==> src/rtl/ex_mem_reg.sv <==
// EX/MEM pipeline register: captures ALU result and control, registers the
// zero and signed-overflow flags, and feeds the MEM-stage forwarding path.
module ex_mem_reg #(
  parameter int WIDTH = 32,
  parameter int REGW  = 5
) (
  input  logic             clk,
  input  logic             rst,
  input  logic             stall,
  input  logic             flush,
  input  logic             ex_valid,
  input  logic [2:0]       ex_alu_ctrl,
  input  logic             ex_a_msb,
  input  logic             ex_b_msb,
  input  logic [WIDTH-1:0] ex_alu_result,
  input  logic             ex_trap_ovf,
  input  logic             ex_reg_write,
  input  logic             ex_mem_read,
  input  logic             ex_mem_write,
  input  logic             ex_mem_to_reg,
  input  logic [REGW-1:0]  ex_write_reg,
  input  logic [WIDTH-1:0] ex_store_data,
  output logic             mem_valid,
  output logic [WIDTH-1:0] mem_alu_result,
  output logic             mem_zero,
  output logic             mem_reg_write,
  output logic             mem_mem_read,
  output logic             mem_mem_write,
  output logic             mem_mem_to_reg,
  output logic [REGW-1:0]  mem_write_reg,
  output logic [WIDTH-1:0] mem_store_data,
  output logic             ovf_exception,
  output logic             ctrl_err,
  output logic             fwd_en,
  output logic [REGW-1:0]  fwd_reg,
  output logic [WIDTH-1:0] fwd_data
);

  localparam logic [2:0] ALU_AND = 3'b000;
  localparam logic [2:0] ALU_OR  = 3'b001;
  localparam logic [2:0] ALU_ADD = 3'b010;
  localparam logic [2:0] ALU_SUB = 3'b110;
  localparam logic [2:0] ALU_SLT = 3'b111;

  logic             r_valid;
  logic [WIDTH-1:0] r_result;
  logic             r_zero;
  logic             r_reg_write;
  logic             r_mem_read;
  logic             r_mem_write;
  logic             r_mem_to_reg;
  logic [REGW-1:0]  r_write_reg;
  logic [WIDTH-1:0] r_store_data;
  logic             r_ovf_exc;
  logic             r_ctrl_err;

  logic w_res_msb;
  logic w_ovf;
  logic w_undef;
  logic w_live;
  logic w_trap;

  assign w_res_msb = ex_alu_result[WIDTH-1];

  always_comb begin
    w_ovf   = 1'b0;
    w_undef = 1'b0;
    unique case (ex_alu_ctrl)
      ALU_ADD: w_ovf = (ex_a_msb == ex_b_msb) & (w_res_msb != ex_a_msb);
      ALU_SUB: w_ovf = (ex_a_msb != ex_b_msb) & (w_res_msb != ex_a_msb);
      ALU_AND, ALU_OR, ALU_SLT: w_ovf = 1'b0;
      default: w_undef = 1'b1;
    endcase
  end

  // An undefined select turns the slot into a bubble rather than a real op.
  assign w_live = ex_valid & ~w_undef;
  assign w_trap = w_live & ex_trap_ovf & w_ovf;

  always_ff @(posedge clk) begin
    if (rst) begin
      r_valid      <= 1'b0;
      r_result     <= '0;
      r_zero       <= 1'b0;
      r_reg_write  <= 1'b0;
      r_mem_read   <= 1'b0;
      r_mem_write  <= 1'b0;
      r_mem_to_reg <= 1'b0;
      r_write_reg  <= '0;
      r_store_data <= '0;
      r_ovf_exc    <= 1'b0;
      r_ctrl_err   <= 1'b0;
    end else if (flush) begin
      // Bubble only: data fields and the error flag are left untouched.
      r_valid      <= 1'b0;
      r_reg_write  <= 1'b0;
      r_mem_read   <= 1'b0;
      r_mem_write  <= 1'b0;
      r_mem_to_reg <= 1'b0;
      r_ovf_exc    <= 1'b0;
    end else if (stall) begin
      r_ovf_exc    <= 1'b0;
    end else begin
      r_valid      <= w_live;
      r_result     <= ex_alu_result;
      r_zero       <= (ex_alu_result == '0);
      r_reg_write  <= w_live & ~w_trap & ex_reg_write;
      r_mem_read   <= w_live & ~w_trap & ex_mem_read;
      r_mem_write  <= w_live & ~w_trap & ex_mem_write;
      r_mem_to_reg <= w_live & ex_mem_to_reg;
      r_write_reg  <= ex_write_reg;
      r_store_data <= ex_store_data;
      r_ovf_exc    <= w_trap;
      r_ctrl_err   <= r_ctrl_err | (ex_valid & w_undef);
    end
  end

  assign mem_valid      = r_valid;
  assign mem_alu_result = r_result;
  assign mem_zero       = r_zero;
  assign mem_reg_write  = r_reg_write;
  assign mem_mem_read   = r_mem_read;
  assign mem_mem_write  = r_mem_write;
  assign mem_mem_to_reg = r_mem_to_reg;
  assign mem_write_reg  = r_write_reg;
  assign mem_store_data = r_store_data;
  assign ovf_exception  = r_ovf_exc;
  assign ctrl_err       = r_ctrl_err;

  assign fwd_en   = r_valid & r_reg_write & ~r_mem_to_reg
                  & (r_write_reg != '0);
  assign fwd_reg  = r_write_reg;
  assign fwd_data = r_result;

endmodule

==> config.mk <==
export PLATFORM = sky130hd
export DESIGN_NAME = ex_mem_reg
export DESIGN_NICKNAME = d
export VERILOG_FILES = /design/src/rtl/ex_mem_reg.sv
export SDC_FILE = /design/constraint.sdc
export NUM_CORES = 1
export LEC_CHECK = 0
export CAP_MARGIN = 25
export CORE_MARGIN = 3
export CORE_UTILIZATION = 39
export DETAILED_ROUTE_END_ITERATION = 12
export PLACE_DENSITY = 0.85
export SETUP_SLACK_MARGIN = 0.15
export SYNTH_ARGS = -nofsm -noshare
export SYNTH_HDL_FRONTEND = slang
export SYNTH_SLANG_ARGS = --single-unit
==> constraint.sdc <==
create_clock -name clk -period 2.7 [get_ports clk]
set_input_delay 0.54 -clock clk [delete_from_list [all_inputs] [get_ports clk]]
set_output_delay 0.54 -clock clk [all_outputs]
set_load 0.01 [all_outputs]
==> flow_summary.ini, run 1 <==
[outcome]
status = finished, final reports clean

[logic_synthesis]
synth.top_cells.by_area = dfxtp_1 (50%), nand2_1 (17%), a21oi_1 (11%)
syn-num-nets = 478
ys_seq_area_share_pct = 49.9
post_synth.cell_area_avg_sq_um = 7.84
synth.top_cell.area_share_pct = 49.9
yosysMostFrequentCell = nand2_1
yosys-top-cells-count = nand2_1 (141), dfxtp_1 (77), a21oi_1 (70)
netlist_instances = 394
synth_flop_cell = dfxtp_1
post-synth-top-area-cell = dfxtp_1
syn-cell-area_sq_um = 3090
synth_edf_count = 0
postSynthRegisterBits = 77
yosysWarningCount = 0
netlist-cell-type-count = 24
synthArstFlopShare_pct = 0

[final_layout]
multi_input_area_sq_um = 1150
areaGrowthSynthToFinish_pct = 65.5
register_area_sq_um = 1540
antenna-diode-count = 0
nets = 630
nFillCells = 610
drive_above_1_share_pct = 4.17

[sta]
hold-worst-slack_ps = 454
final-hold-violation-count = 0
max-slew-margin-rel_pct = 62.5
layout_worst_path_cycle_share_pct = 87.2
setup-tns-final_ps = 0
timing.final.max_slew_violations = 0
min_period_ps = 2350
setup_viol_count_final = 0
clk_skew_ps = 0
rsz_0062_raised_after_global_routing = false
tightestPinTransition_ps = 558
fmax_ghz = 0.425

[pwr]
pwr-share-seq_pct = 45.2
vdd_ir_drop_max_v = 0.000345
leakage_power_of_the_design_uw = 0.00183
intPower_uw = 2080
power_switching_uw = 622
power.share.clock_pct = 37.9
pwr-share-comb_pct = 16.9
p_per_area_nw_per_um2 = 528
power.share.switching_pct = 23.0

[place]
dp_hpwl_mm = 7.44
port_buffers = 198
gp_congestion = 0.791

[die]
chipHeight_microns = 95
dieWidth_microns = 95
start_util_pct = 41.3
rows = 31
core_area_sq_um = 7490
top_level_port_count = 199
die_area_sq_um = 9030

[setup_path]
ff2ff_setup_slack_ps = 2010
crit_type = flop to output port
timing.critical_path.from_type = flop
cpMaxStageDelayCell = or4_1
cp_num_buf_inv = 1
endpoint_type_of_the_worst_setup_path = output port
critical_path.max_stage_delay_ps = 520
regToRegStartpoint = fwd_data[3]$_SDFFE_PP0P_
crit_path_max_fanout = 4
cp_top_family = simple AND/OR/NAND/NOR gates
cp.required_ps = 2160
cell_depth_of_the_worst_flop_to_flop_path = 2
reg2reg_to = fwd_data[3]$_SDFFE_PP0P_
path_cells = or4_1 > nor2_1 > nor3_1 > clkdlybuf4s50_1
cp_data_arrival_time_ps = 1810

[cts]
numCtsBuffers = 9
clk_lat_worst_skew_ps = 320
cts_root_buffer = clkbuf_8
cts_resized = 0
ctsHoldBuffers = 0
max_buffers_root_to_sink = 2
tritoncts_clock_tree = yes
cts_num_sinks = 77
setup_buffers_after_cts = 0
clk_pin_slew_worst_paths_ps = 80
htreeDepth = 3

[detailed_routing]
routedWlPerCell_microns = 14.9
via_count = 3132
wl_met3_microns = 693
pre_repair_dr_iteration_count = 4
finalWirelength_mm = 9.70
antenna_violating_nets_post_route = 0
wirelength_met1_mm = 3.65
dr_wl_met2_mm = 5.12
vias_per_cell = 4.82
drt-initial-drc-count = 94
drc = 0
highest_layer = met4

[global_route]
globalRouteTotalUtil_pct = 20.6
globalRoute.totalOverflow = 0
antenna_found_initial = 0
pin_count_of_the_biggest_net_entering_global_routing = 71
first_global_vias = 3058
wire_length_of_the_first_global_routing_pass_mm = 14.5

[hold_path]
hp-class = flop to flop
hold_start = mem_store_data[11]$_SDFFE_PP0P_
whs_endpoint = mem_store_data[11]$_SDFFE_PP0P_
hold-path-cell-count = 2

[job]
max_cap_viol_count = 0
[layout make-up]
cell class,instances,share of cell area (%)
Timing Repair Buffer,202,39.7
Inverter,5,0.367
Clock inverter,3,1.27
Sequential cell,77,30.2
Tap cell,99,2.42
Clock buffer,13,3.50
Multi-Input combinational cell,251,22.5
[power by group through the flow]
stage	Clock (uW)	Combinational (uW)	Sequential, uW
floorplan	0	162	1260
global placement	0	449	1240
detailed placement	0	458	1250
CTS	1040	460	1220
global route	1110	488	1220
finish	1020	455	1220
[metal layers]
metal  vias up  track usage (%)
li1       1559                -
met1      1427             22.8
met2       126             37.2
met3        20             5.34
met4         0             8.29
met5         -                0
[per-stage QoR]
step                      power (uW)  area, sq um  setup WS (ps)  utilization, %  cells
final                           2700         5110            346            68.3    650
after global routing            2820         5110            261            68.3    650
after detailed placement        1700         4870            441            65.0    634
after global placement          1690         4870            499            65.0    634
after CTS                       2720         5110            322            68.3    650
after floorplan                 1420         3090           1150               -    394
[placed cells by master, fill, tap and decap left out, types with 3 or more instances in the layout]
master,n
a21oi_1,70
inv_1,5
dfxtp_1,77
clkbuf_8,13
nor4_1,8
clkdlybuf4s50_1,197
o31ai_1,4
nand2_1,141
nand4_1,3
nor2_1,4
nand3_1,5
nor3_1,3
[worst max path at each step]
stage	start	endpoint	depth (start not counted)
after floorplan	fwd_reg[1]$_SDFFE_PP0P_	fwd_en	3
after global placement	stall	mem_store_data[24]$_SDFFE_PP0P_	5
after detailed placement	stall	mem_store_data[19]$_SDFFE_PP0P_	5
after CTS	fwd_reg[1]$_SDFFE_PP0P_	fwd_en	4
after global routing	fwd_reg[1]$_SDFFE_PP0P_	fwd_en	4
final	fwd_reg[1]$_SDFFE_PP0P_	fwd_en	4
[worst min-delay path, stage by stage (launching register included)]
cell and delay [ps]:
dfxtp_1 310, nand2_1 50, a21oi_1 50
[cell families after synthesis]
group	share of synthesized area, %
DFF	49.9
AOI/OAI and AO/OA	13.1
xor gates and xnor gates	1.05
and+or+nand+nor	23.0
buffers and inverters	13.0
(Power assumes the default switching activity.)
==> run 2, diff against run 1 <==
- CORE_UTILIZATION: 39 -> 36
- CTS_CLUSTER_SIZE: default -> 24
- PLACE_DENSITY: 0.85 -> 0.8
- clock period: 2.7 -> 2.43 ns (I/O delays scaled with it)
==> run 2 against run 1 <==
  * Flip-flop and latch count unchanged
  * Power grew 6.3%
  * Die area grew 7.8%
  * Combinational power up 11%
  * Sequential power increased by 11%
  * Clock-buffer cell count fell by 4
  * Non-clock buffer count up 3
  * Worst setup slack lost 23 ps
  * Utilization shrank 6.9 points
  * Via count increased by 0.54%
  * Clock power hardly changed
  * Worst hold slack got worse by 4.3 ps
  * Highest routed layer unchanged
==> flow_summary.ini, run 2 (same netlist as run 1, synthesis figures left out) <==
[outcome]
status = finished, final reports clean

[cts]
numCtsBuffers = 9
htreeDepth = 3
ctsHoldBuffers = 0
clk_lat_worst_skew_ps = 330
cts_num_sinks = 77
cts_root_buffer = clkbuf_8
clk_pin_slew_worst_paths_ps = 80
max_buffers_root_to_sink = 2
tritoncts_clock_tree = yes

[sta]
setup_viol_count_final = 0
rsz_0062_raised_after_global_routing = false
final-hold-violation-count = 0
fin_ws_ps = 322
fmax_ghz = 0.474
timing.final.max_slew_violations = 0
tightestPinTransition_ps = 618
layout_worst_path_cycle_share_pct = 86.7
clk_skew_ps = 0
max-slew-margin-rel_pct = 58.4
setup-tns-final_ps = 0
min_period_ps = 2110

[place]
port_buffers = 198
placed_cells_incl_taps = 643
pre_cts_ws_ps = 264
dp_hpwl_mm = 7.55
gp_congestion = 0.843

[detailed_routing]
vias_per_cell = 4.79
antenna_violating_nets_post_route = 0
pre_repair_dr_iteration_count = 4
drt-initial-drc-count = 100
finalWirelength_mm = 9.70
via_count = 3149
wl_met3_microns = 700
wirelength_met1_mm = 3.80
highest_layer = met4
drc = 0
routedWlPerCell_microns = 14.8
dr_wl_met2_mm = 5.06

[global_route]
globalRoute.totalOverflow = 0
globalRouteTotalUtil_pct = 19.2
wire_length_of_the_first_global_routing_pass_mm = 15.1
first_global_vias = 3131
pin_count_of_the_biggest_net_entering_global_routing = 40
antenna_found_initial = 0

[setup_path]
timing.critical_path.from_type = flop
cp_data_arrival_time_ps = 1620
crit_type = flop to output port
crit_path_max_fanout = 4
cp.required_ps = 1940
endpoint_type_of_the_worst_setup_path = output port

[pwr]
power.share.clock_pct = 35.2
pwr-share-seq_pct = 47.2
leakage_power_of_the_design_uw = 0.00182
p_per_area_nw_per_um2 = 565
power.share.switching_pct = 24.0
pwr-share-comb_pct = 17.6
intPower_uw = 2180
power_switching_uw = 687
vdd_ir_drop_max_v = 0.000354

[die]
chipHeight_microns = 98.6
top_level_port_count = 199
die_area_sq_um = 9730
dieWidth_microns = 98.6
core_area_sq_um = 8260
start_util_pct = 37.4
rows = 33

[final_layout]
antenna-diode-count = 0
mostFrequentLayoutCell = clkdlybuf4s50_1
layoutNonFillerInstCount = 657
drive_above_1_share_pct = 4.35
mostFrequentLayoutCells = clkdlybuf4s50_1 (196), nand2_1 (141), dfxtp_1 (77)
nets = 633
areaGrowthSynthToFinish_pct = 64.2

[hold_path]
hp-class = flop to flop

[job]
max_cap_viol_count = 0
[run 2: cell count changes in the layout (fill, tap and decap cells not counted)]
cell,delta
clkbuf_8,-4
clkinv_2,+1
buf_4,+5
buf_12,-2
dlygate4sd2_1,+1
clkinvlp_4,+1
clkdlybuf4s50_1,-1
[run 2: power groups by stage]
stage | clock (uW) | combinational, uW | sequential (uW)
2_1_floorplan | 0 | 180 | 1400
3_3_place_gp | 0 | 499 | 1380
3_5_place_dp | 0 | 508 | 1380
4_1_cts | 1040 | 510 | 1350
5_1_grt | 1090 | 545 | 1360
6_report | 1010 | 505 | 1350
[run 2: metrics by stage]
step	hold slack, ps	power (uW)	utilization [%]	area, sq um
4_1_cts	452	2910	61.4	5070
3_5_place_dp	441	1890	59.0	4870
5_1_grt	477	2990	61.4	5070
6_report	449	2870	61.4	5070
3_3_place_gp	435	1880	59.0	4870
2_1_floorplan	470	1580	-	3090
[run 2: metal layers]
| layer | up-vias | GRT usage, % |
|---|---|---|
| li1 | 1557 | - |
| met1 | 1460 | 21.3 |
| met2 | 120 | 35.0 |
| met3 | 12 | 5.45 |
| met4 | 0 | 6.72 |
| met5 | - | 0 |
[run 2: critical path, stage by stage (launching register included)]
cell           delay (ps)
dfxtp_1               360
or4_1                 500
nor2_1                100
nor3_1                 50
dlygate4sd2_1         280
[run 2: repair_timing]
item | in CTS | in global routing
gates resized for setup | 1 | 0
setup buffers | 0 | 0
hold endpoints to repair | 0 | 0
setup endpoints to repair | 1 | 0
[run 2: final cells by class]
type,count,area [sq um]
clock buffers,9,124
clock inverters,5,77.6
fillers,744,3180
inverters,5,18.8
multi-input cells,251,1150
flip-flops and latches,77,1540
well taps,105,131
repair buffers,205,2030
[run 2: worst paths after layout]
path / slack, ps / endpoint / startpoint / cells past startpoint
max: 320 / fwd_en / fwd_reg[2]$_SDFFE_PP0P_ / 4
min: 450 / ctrl_err$_SDFFE_PP0P_ / ctrl_err$_SDFFE_PP0P_ / 2
max reg2reg: 1740 / fwd_reg[2]$_SDFFE_PP0P_ / fwd_reg[2]$_SDFFE_PP0P_ / 2
min reg2reg: 450 / ctrl_err$_SDFFE_PP0P_ / ctrl_err$_SDFFE_PP0P_ / 2
==> run 3, diff against run 2 <==
- CORE_UTILIZATION: 36 -> 37
- CTS_BUF_LIST: default -> sky130_fd_sc_hd__clkbuf_4
- PLACE_DENSITY: 0.8 -> 0.82
==> run 3 against run 2 <==
  * Fmax decreased by 2.2%
  * Clock skew is the same
  * Sequential share of layout area shrank 0.075 points
  * Power shrank 2.0%
  * Worst setup slack worse by 47 ps
  * Largest cell class unchanged
  * Largest power group unchanged
  * Highest routed layer unchanged
==> flow_summary.ini, run 3 (same netlist as run 1, synthesis figures left out) <==
[sta]
layout_worst_path_cycle_share_pct = 88.7
setup-tns-final_ps = 0
final-hold-violation-count = 0
rsz_0062_raised_after_global_routing = false
max-slew-margin-rel_pct = 62.2
clk_skew_ps = 0
min_period_ps = 2150
fmax_ghz = 0.464
setup_viol_count_final = 0
tightestPinTransition_ps = 567
timing.final.max_slew_violations = 0
hold-worst-slack_ps = 459

[final_layout]
areaGrowthSynthToFinish_pct = 64.6
mostFrequentLayoutCell = clkdlybuf4s50_1
layoutNonFillerInstCount = 654
mostFrequentLayoutCells = clkdlybuf4s50_1 (196), nand2_1 (141), dfxtp_1 (77)
drive_above_1_share_pct = 4.35
nets = 632
antenna-diode-count = 0
final_area_sq_um = 5090
final_util_pct = 64.2

[setup_path]
reg2reg_to = mem_mem_to_reg$_SDFFE_PP0N_
endpoint_type_of_the_worst_setup_path = output port
cp.required_ps = 1940
cp_data_arrival_time_ps = 1670
ff2ff_setup_slack_ps = 1740
regToRegStartpoint = mem_mem_to_reg$_SDFFE_PP0N_
crit_path_max_fanout = 4
timing.critical_path.from_type = flop
cell_depth_of_the_worst_flop_to_flop_path = 2
crit_type = flop to output port

[pwr]
leakage_power_of_the_design_uw = 0.00183
p_per_area_nw_per_um2 = 552
vdd_ir_drop_max_v = 0.000428

[hold_path]
hold-path-cell-count = 2
whs_endpoint = mem_store_data[14]$_SDFFE_PP0P_
hold_start = mem_store_data[14]$_SDFFE_PP0P_
hp-class = flop to flop

[outcome]
status = finished, final reports clean

[die]
die_area_sq_um = 9480
dieWidth_microns = 97.4
top_level_port_count = 199
core_area_sq_um = 7930
chipHeight_microns = 97.4
start_util_pct = 39.0
rows = 32

[detailed_routing]
vias_per_cell = 4.76
pre_repair_dr_iteration_count = 4
via_count = 3114
antenna_violating_nets_post_route = 0
drc = 0
drt-initial-drc-count = 88
routedWlPerCell_microns = 14.4
finalWirelength_mm = 9.41

[job]
max_cap_viol_count = 0

[place]
dp_hpwl_mm = 7.24
gp_congestion = 0.820
placed_cells_incl_taps = 639
placedInstanceArea_sq_um = 4910
port_buffers = 198

[cts]
cts_root_buffer = clkbuf_4
ctsHoldBuffers = 0
clk_pin_slew_worst_paths_ps = 110
clk_lat_worst_skew_ps = 390
tritoncts_clock_tree = yes
setup_buffers_after_cts = 0
cts_num_sinks = 77
max_buffers_root_to_sink = 2
numCtsBuffers = 9
htreeDepth = 3

[global_route]
antenna_found_initial = 0
first_global_vias = 3037
pin_count_of_the_biggest_net_entering_global_routing = 49
wire_length_of_the_first_global_routing_pass_mm = 15.0
globalRouteTotalUtil_pct = 19.5
globalRoute.totalOverflow = 0
[run 3: cell types whose count changed in the layout (fill, tap and decap cells not counted)]
cell	previous run	this run
clkbuf_4	0	10
clkinvlp_4	1	0
bufinv_16	2	3
clkbuf_8	9	0
buf_4	7	2
buf_12	0	4
[run 3: layout make-up]
cell class	instances	area, sq um
tap	102	128
multi-input combinational	251	1150
fill	693	2840
clock inverter	5	100
timing repair buffer	204	2070
clock buffer	10	75.1
inverter	5	18.8
sequential	77	1540
[run 3: stage by stage]
stage          worst slack [ps]  total power [uW]
6_report                    275              2810
4_1_cts                     226              2840
2_1_floorplan               936              1580
3_5_place_dp                317              1900
3_3_place_gp                406              1890
5_1_grt                     152              2940
[run 3: worst max-delay path: stages (launching register included)]
cell	delay, ps
dfxtp_1	350
or4_1	490
nor2_1	100
nor3_1	50
dlygate4sd2_1	280
[run 3: repair_timing]
| item | in CTS | in global routing |
|---|---|---|
| endpoints found under the setup margin | 1 | 0 |
| hold endpoints to repair | 0 | 0 |
| gates resized for setup | 1 | 0 |
[run 3: worst max-delay path by stage]
| stage | start | endpoint | slack, ps | depth (start not counted) |
|---|---|---|---|---|
| 4_1_cts | fwd_reg[2]$_SDFFE_PP0P_ | fwd_en | 230 | 4 |
| 2_1_floorplan | fwd_reg[1]$_SDFFE_PP0P_ | fwd_en | 940 | 3 |
| 3_5_place_dp | ex_alu_ctrl[2] | mem_mem_write$_SDFFE_PP0N_ | 320 | 4 |
| 3_3_place_gp | ex_alu_ctrl[2] | mem_reg_write$_SDFFE_PP0N_ | 410 | 4 |
| 5_1_grt | fwd_reg[2]$_SDFFE_PP0P_ | fwd_en | 150 | 4 |
| 6_report | fwd_reg[2]$_SDFFE_PP0P_ | fwd_en | 280 | 4 |
[run 3: report_power, final]
part / internal (uW) / total, uW / switching, uW
Clock: 525 / 943 / 418
Sequential: 1320 / 1350 / 37.0
Combinational: 307 / 512 / 205
Total: 2150 / 2810 / 660
[run 3: routing by layer]
layer | up-vias | GRT usage, % | wire, microns
met5 | - | 0 | 0
met3 | 16 | 6.32 | 675
li1 | 1563 | - | -
met2 | 121 | 34.2 | 4700
met1 | 1414 | 22.0 | 3860
met4 | 0 | 7.03 | 176
